[src/rtl/drums_pkg.sv]
// Shared types and helpers for the drums-hero gameplay core.
// Lane count, counter widths, FSM encoding and a 5-lane popcount.
package drums_pkg;
   localparam int LANES   = 5;
   localparam int SCORE_W = 10;
   localparam int COMBO_W = 6;
   localparam int MISS_W  = 4;

   typedef enum logic [1:0] {
      ST_IDLE = 2'd0,
      ST_RUN  = 2'd1,
      ST_OVER = 2'd2
   } state_e;

   function automatic logic [2:0] popcount5(input logic [LANES-1:0] v);
      logic [2:0] n;
      n = '0;
      for (int i = 0; i < LANES; i++) n = n + {2'b00, v[i]};
      return n;
   endfunction
endpackage

[src/rtl/note_track_tick_gen.sv]
// Scroll-step divider and spawn counter for note_track.
// tick is a one-cycle strobe every TICK_DIV enabled cycles; spawn marks every SPAWN_EVERY-th tick.
module tick_gen #(
   parameter int TICK_DIV    = 25_000_000,
   parameter int SPAWN_EVERY = 2
) (
   input  logic clk,
   input  logic reset,
   input  logic en,
   input  logic clr,
   output logic tick,
   output logic spawn
);
   localparam int DW = (TICK_DIV > 1) ? $clog2(TICK_DIV) : 1;
   localparam int SW = (SPAWN_EVERY > 1) ? $clog2(SPAWN_EVERY) : 1;

   logic [DW-1:0] div_q, div_d;
   logic [SW-1:0] spc_q, spc_d;

   assign tick  = en && (div_q == DW'(TICK_DIV - 1));
   assign spawn = tick && (spc_q == '0);

   always_comb begin
      div_d = div_q;
      spc_d = spc_q;
      if (clr) begin
         div_d = '0;
         spc_d = '0;
      end else if (en) begin
         div_d = tick ? '0 : div_q + 1'b1;
         if (tick) spc_d = (spc_q == SW'(SPAWN_EVERY - 1)) ? '0 : spc_q + 1'b1;
      end
   end

   always_ff @(posedge clk) begin
      if (reset) begin
         div_q <= '0;
         spc_q <= '0;
      end else begin
         div_q <= div_d;
         spc_q <= spc_d;
      end
   end
endmodule

[src/rtl/note_track.sv]
// Drums-hero gameplay core: scrolling note field, pad judging against the bottom row,
// saturating score/combo/miss counters and the IDLE/RUN/OVER game FSM.
module note_track
   import drums_pkg::*;
#(
   parameter int ROWS        = 8,
   parameter int TICK_DIV    = 25_000_000,
   parameter int SPAWN_EVERY = 2,
   parameter int MAX_MISS    = 10
) (
   input  logic                  clk,
   input  logic                  reset,
   input  logic [LANES-1:0]      random_in,
   input  logic [LANES-1:0]      pads,
   input  logic                  start,
   output logic [LANES*ROWS-1:0] field,
   output logic [SCORE_W-1:0]    score,
   output logic [COMBO_W-1:0]    combo,
   output logic [MISS_W-1:0]     misses,
   output logic                  running,
   output logic                  game_over
);
   state_e state_q, state_d;

   logic [ROWS-1:0][LANES-1:0] field_q, field_d;
   logic [SCORE_W-1:0] score_q, score_d, score_nx;
   logic [COMBO_W-1:0] combo_q, combo_d, combo_nx;
   logic [MISS_W-1:0]  miss_q, miss_d, miss_nx;
   logic               running_q, over_q;

   logic tick, spawn, en, clr;

   assign en  = (state_q == ST_RUN);
   assign clr = start && (state_q != ST_RUN);

   tick_gen #(.TICK_DIV(TICK_DIV), .SPAWN_EVERY(SPAWN_EVERY)) u_tick (
      .clk  (clk),
      .reset(reset),
      .en   (en),
      .clr  (clr),
      .tick (tick),
      .spawn(spawn)
   );

   // Judge against the pre-shift bottom row; hit bits are removed before the exit miss count.
   logic [LANES-1:0]   bot, hit, bad, left;
   logic [2:0]         hit_n, miss_n;
   logic [SCORE_W:0]   score_sum;
   logic [COMBO_W:0]   combo_sum;
   logic [MISS_W:0]    miss_sum;

   always_comb begin
      bot       = field_q[ROWS-1];
      hit       = pads & bot;
      bad       = pads & ~bot;
      left      = bot & ~hit;
      hit_n     = popcount5(hit);
      miss_n    = tick ? popcount5(left) : 3'd0;
      score_sum = (SCORE_W+1)'(score_q) + (SCORE_W+1)'(hit_n);
      combo_sum = (COMBO_W+1)'(combo_q) + (COMBO_W+1)'(hit_n);
      miss_sum  = (MISS_W+1)'(miss_q) + (MISS_W+1)'(miss_n);
      score_nx  = score_sum[SCORE_W] ? '1 : score_sum[SCORE_W-1:0];
      combo_nx  = combo_sum[COMBO_W] ? '1 : combo_sum[COMBO_W-1:0];
      miss_nx   = miss_sum[MISS_W]   ? '1 : miss_sum[MISS_W-1:0];
   end

   always_ff @(posedge clk) begin
      if (reset) state_q <= ST_IDLE;
      else       state_q <= state_d;
   end

   always_comb begin
      state_d = state_q;
      case (state_q)
         ST_IDLE: if (start) state_d = ST_RUN;
         ST_RUN:  if (miss_nx >= MISS_W'(MAX_MISS)) state_d = ST_OVER;
         ST_OVER: if (start) state_d = ST_RUN;
         default: state_d = ST_IDLE;
      endcase
   end

   always_comb begin
      field_d = field_q;
      score_d = score_q;
      combo_d = combo_q;
      miss_d  = miss_q;
      case (state_q)
         ST_RUN: begin
            score_d = score_nx;
            if (bad != '0)      combo_d = '0;
            else if (hit != '0) combo_d = combo_nx;
            if (miss_n != 3'd0) combo_d = '0;
            field_d[ROWS-1] = left;
            if (tick) begin
               miss_d     = miss_nx;
               field_d[0] = spawn ? random_in : '0;
               for (int r = 1; r < ROWS; r++) field_d[r] = field_q[r-1];
            end
         end
         default: begin
            if (start) begin
               field_d = '0;
               score_d = '0;
               combo_d = '0;
               miss_d  = '0;
            end
         end
      endcase
   end

   always_ff @(posedge clk) begin
      if (reset) begin
         field_q   <= '0;
         score_q   <= '0;
         combo_q   <= '0;
         miss_q    <= '0;
         running_q <= 1'b0;
         over_q    <= 1'b0;
      end else begin
         field_q   <= field_d;
         score_q   <= score_d;
         combo_q   <= combo_d;
         miss_q    <= miss_d;
         running_q <= (state_d == ST_RUN);
         over_q    <= (state_d == ST_OVER);
      end
   end

   assign field     = field_q;
   assign score     = score_q;
   assign combo     = combo_q;
   assign misses    = miss_q;
   assign running   = running_q;
   assign game_over = over_q;
endmodule

[config.mk]
export PLATFORM = sky130hd
export DESIGN_NAME = note_track
export DESIGN_NICKNAME = d
export VERILOG_FILES = /design/src/rtl/drums_pkg.sv /design/src/rtl/note_track_tick_gen.sv /design/src/rtl/note_track.sv
export SDC_FILE = /design/constraint.sdc
export NUM_CORES = 1
export LEC_CHECK = 0
export ABC_AREA = 1
export CAP_MARGIN = 5
export CORE_UTILIZATION = 45
export DETAILED_ROUTE_END_ITERATION = 10
export PLACE_DENSITY = 0.71
export SYNTH_ARGS = -nofsm -noshare
export SYNTH_HDL_FRONTEND = slang
export SYNTH_SLANG_ARGS = --single-unit
[constraint.sdc]
create_clock -name clk -period 7.26 [get_ports clk]
set_clock_uncertainty 0.2 [all_clocks]
set_input_delay 1.452 -clock clk [delete_from_list [all_inputs] [get_ports clk]]
set_output_delay 1.452 -clock clk [all_outputs]
set_load 0.03 [all_outputs]
==> tab_implementation.tex <==
\begin{tabular}{lr}
\hline
Metric & Value \\
\hline
\multicolumn{2}{l}{\textbf{Die}} \\
\quad Die Span X & 105 µm \\
\quad Site row count & 37 \\
\quad Area of the placeable core & 10,300 µm² \\
\quad Initial Util & 0.463 \\
\quad Die extent in y & 105 µm \\
\quad Count of pins on the block boundary & 75 \\
\quad Area of the die & 11,000 µm² \\
\multicolumn{2}{l}{\textbf{Setup path}} \\
\quad Worst Reg2Reg Path Length in Cells & 14 \\
\quad Critical Path Sink Type & register \\
\quad Worst reg-to-reg setup slack & 3780 ps \\
\quad FF-to-FF End & game\_over \\
\quad Crit path DAT & 4750 ps \\
\quad Worst R2R Start & bot[1] \\
\quad Critical Path Stages & 14 \\
\quad Slowest cell delay on critical path & 530 ps \\
\quad Req. time, crit path & 7360 ps \\
\quad Critical Setup Path Class & in -> reg \\
\quad Buffers plus inverters on the worst setup path & 4 \\
\quad Worst Path Max Fanout & 3 \\
\quad Kind of start point of the critical path & input port \\
\quad Slowest cell on the critical path & sky130\_fd\_sc\_hd\_\_clkdlybuf4s50\_1 \\
\quad Cell Chain, Critical Path & clkdlybuf4s50\_1 -> nor2\_1 -> fa\_1 -> inv\_1 -> fa\_1 -> nor2\_1 -> ha\_1 -> inv\_1 -> fa\_1 -> o21ai\_0 -> inv\_1 -> a31oi\_1 -> nand3\_1 -> a21oi\_1 \\
\quad Cell family with most CP delay & adder cells \\
\multicolumn{2}{l}{\textbf{Clock tree}} \\
\quad Number of buffers created by CTS & 9 \\
\quad Max clock buf depth & 2 \\
\quad H-Tree Level Count & 3 \\
\quad Clock latency on the worst-skew pair & 370 ps \\
\quad Count of cells resized by post-cts repair & 0 \\
\quad Hold buffer count at cts & 0 \\
\quad Clock tree root buffer cell & sky130\_fd\_sc\_hd\_\_clkbuf\_8 \\
\quad Num Clock Sinks & 90 \\
\quad Total setup buffers inserted after CTS & 0 \\
\quad Clock-pin slew on the worst setup and hold paths & 100 ps \\
\quad CTS tree & done \\
\multicolumn{2}{l}{\textbf{Placed design}} \\
\quad DP Cell Count & 825 \\
\quad Post-detailed-placement half-perimeter wirelength & 8.46 mm \\
\quad Global placer's final weighted congestion & 0.881 \\
\quad Setup slack at placement & 2250 ps \\
\quad IO buf count & 74 \\
\multicolumn{2}{l}{\textbf{Yosys}} \\
\quad Proportion of register bits with asynchronous set or reset after synthesis & 0 \\
\quad Netlist area before placement & 4780 µm² \\
\quad Main flop type after synthesis & sky130\_fd\_sc\_hd\_\_dfxtp\_1 \\
\quad Post-Syn Instances & 629 \\
\quad Mean post-synth cell area & 7.59 µm² \\
\quad Net Count, Synth & 662 \\
\quad EDFF count, synth & 0 \\
\quad Share of the yosys chip area belonging to registers & 0.377 \\
\quad Flip-flop and latch count after synthesis & 90 \\
\quad Synth warnings & 0 \\
\quad Distinct cells, synth & 41 \\
\multicolumn{2}{l}{\textbf{Pwr}} \\
\quad Maximum vdd ir drop & 0.106 mV \\
\quad Reported leakage power & 0.00221 µW \\
\quad Total power of the final layout & 934 µW \\
\quad Pwr dens & 161 nW/µm² \\
\multicolumn{2}{l}{\textbf{GRT}} \\
\quad Pin count of the biggest net entering global routing & 33 \\
\quad Number of antenna violations at the first check in global routing & 0 \\
\quad Number of global-route vias before repair & 4,195 \\
\quad GRT Total Usage & 0.216 \\
\quad Global-route wire length before repair & 19.3 mm \\
\quad Grt total ovfl & 0 \\
\multicolumn{2}{l}{\textbf{Timing}} \\
\quad Final number of max-transition violations & 0 \\
\quad RSZ-0062 raised after global routing & no \\
\quad Final Cycle Share & 0.640 \\
\quad Number of setup violations in the final report & 0 \\
\quad Worst Setup Slack, final & 2610 ps \\
\quad Setup TNS after final layout & 0 ps \\
\quad Worst-Margin Slew & 918 ps \\
\quad Final hold violation count & 0 \\
\quad Final worst hold slack & 280 ps \\
\quad Max\_slew headroom & 0.386 \\
\quad Timing-limited maximum frequency & 215 MHz \\
\quad Final critical-path required period & 4650 ps \\
\multicolumn{2}{l}{\textbf{Drt}} \\
\quad Number of nets with antenna violations after routing & 0 \\
\quad Post-detailed-routing wire length & 11.3 mm \\
\quad Post-detailed-route via-to-cell ratio & 5.18 \\
\quad DR pass1 iterations & 4 \\
\quad Violation count after the first detailed-route iteration & 249 \\
\quad DRC errors left & 0 \\
\quad WL per Instance & 13.5 µm \\
\quad Vias after detailed routing & 4,359 \\
\multicolumn{2}{l}{\textbf{Worst hold path}} \\
\quad Hold Crit Endpoint & u\_tick.spc\_q \\
\quad Path category of the worst min-delay check & reg -> reg \\
\quad Startpoint of the most critical hold path & u\_tick.spc\_q \\
\quad Hold Path Depth & 2 \\
\multicolumn{2}{l}{\textbf{Cells and area}} \\
\quad Fillers & 982 \\
\quad Layout area overhead & 21.8\% \\
\quad Filler-free cell count of the finished design & 841 \\
\quad Antenna cell count & 0 \\
\quad Count of nets after finishing & 733 \\
\quad Fraction of layout cells with a size suffix above 1 & 0.102 \\
\multicolumn{2}{l}{\textbf{Run status}} \\
\quad Status & completed \\
\multicolumn{2}{l}{\textbf{Run}} \\
\quad Maximum capacitance violations & 0 \\
\hline
\end{tabular}
[metal layers]
| layer | up-vias | GRT usage | share of wire | routed length [µm] |
|---|---|---|---|---|
| met5 | - | 0 | 0 | 0 |
| met4 | 0 | 0.0684 | 0.017 | 188 |
| met3 | 15 | 0.0580 | 0.059 | 669 |
| met2 | 119 | 0.347 | 0.45 | 5090 |
| met1 | 2028 | 0.283 | 0.48 | 5380 |
| li1 | 2197 | - | - | - |
[logic make-up (layout without fill, tap and decap cells)]
group,after synthesis,count (layout),synth area share
and+or+nand+nor,274,274,0.270
buffers and inverters,122,198,0.106
AOI/OAI and AO/OA,115,115,0.169
DFF,90,90,0.377
adders and majority gates,20,20,0.0634
xor gates and xnor gates,8,8,0.0147
[synthesized netlist by cell type (4+ instances only)]
master	count	area (µm²)
sky130_fd_sc_hd__o22ai_2	19	238
sky130_fd_sc_hd__o21ai_0	21	105
sky130_fd_sc_hd__o211ai_1	8	60.1
sky130_fd_sc_hd__nand3_1	36	180
sky130_fd_sc_hd__nand2_1	123	462
sky130_fd_sc_hd__buf_4	4	30.0
sky130_fd_sc_hd__a31oi_1	4	25.0
sky130_fd_sc_hd__nor2_8	5	100
sky130_fd_sc_hd__ha_1	13	163
sky130_fd_sc_hd__nor2_1	69	259
sky130_fd_sc_hd__fa_1	7	140
sky130_fd_sc_hd__xor2_1	6	52.6
sky130_fd_sc_hd__nand4_1	12	75.1
sky130_fd_sc_hd__clkbuf_1	5	18.8
sky130_fd_sc_hd__dfxtp_1	90	1800
sky130_fd_sc_hd__inv_1	95	357
sky130_fd_sc_hd__inv_2	9	33.8
sky130_fd_sc_hd__a21oi_1	41	205
sky130_fd_sc_hd__o32ai_1	5	43.8
sky130_fd_sc_hd__o21ai_1	9	45.0
sky130_fd_sc_hd__nor3_1	9	45.0
[where the power goes]
| group | total (µW) | switching (µW) | internal (µW) |
|---|---|---|---|
| Sequential | 500 | 3.37 | 497 |
| Combinational | 60.9 | 41.0 | 19.9 |
| Clock | 373 | 197 | 176 |
[worst max path at each step]
stage / from / to / slack (ps)
6_report: pads[1] / game_over / 2610
3_3_place_gp: pads[0] / running / 2280
4_1_cts: pads[0] / game_over / 2610
3_5_place_dp: pads[0] / game_over / 2250
2_1_floorplan: pads[0] / running / 3000
5_1_grt: pads[0] / state_q[0] / 2320
[placed cells by master, fill, tap and decap left out, drive strengths merged]
| cell type | Yosys | layout |
|---|---|---|
| a211oi | 1 | 1 |
| a21oi | 41 | 41 |
| a31oi | 4 | 4 |
| a32o | 3 | 3 |
| a41oi | 1 | 1 |
| buf | 10 | 1 |
| bufinv | 0 | 1 |
| clkbuf | 5 | 10 |
| clkdlybuf4s50 | 0 | 74 |
| clkinv | 0 | 2 |
| dfxtp | 90 | 90 |
| fa | 7 | 7 |
| ha | 13 | 13 |
| inv | 107 | 110 |
| nand2 | 129 | 129 |
| nand3 | 38 | 38 |
| nand4 | 12 | 12 |
| nor2 | 80 | 80 |
| nor3 | 10 | 10 |
| nor3b | 2 | 2 |
| nor4 | 1 | 1 |
| o211a | 1 | 1 |
| o211ai | 9 | 9 |
| o21ai | 30 | 30 |
| o22ai | 19 | 19 |
| o32ai | 6 | 6 |
| or2 | 2 | 2 |
| xnor2 | 2 | 2 |
| xor2 | 6 | 6 |
[flip-flops by register name, summed over array words and instances (netlist names)]
register / count
bot: 5
combo: 6
field: 35
game_over: 1
misses: 4
running: 1
score: 10
state_q: 2
u_tick.div_q: 25
u_tick.spc_q: 1
[metrics by stage]
step / area (µm²) / util
after global placement: 5600 / 0.542
after floorplan: 4780 / -
after detailed placement: 5600 / 0.542
final: 5820 / 0.564
after CTS: 5820 / 0.564
after global routing: 5820 / 0.564
[worst reg2reg max path: cells and delay by family, from the launching register on]
family	cells	cell delay (ps)
DFF	1	390
AOI/OAI and AO/OA	3	650
buffers and inverters	4	280
adders and majority gates	4	1450
and+or+nand+nor	3	450
[cell type report]
class	count	area (µm²)	area share
inverters	107	409	0.0703
repair buffers	75	748	0.129
flip-flops and latches	90	1800	0.310
clock buffers	10	138	0.0237
clock inverters	6	81.3	0.0140
well taps	136	170	0.0292
multi-input cells	417	2470	0.425
Power figures use the tool's default switching activity.
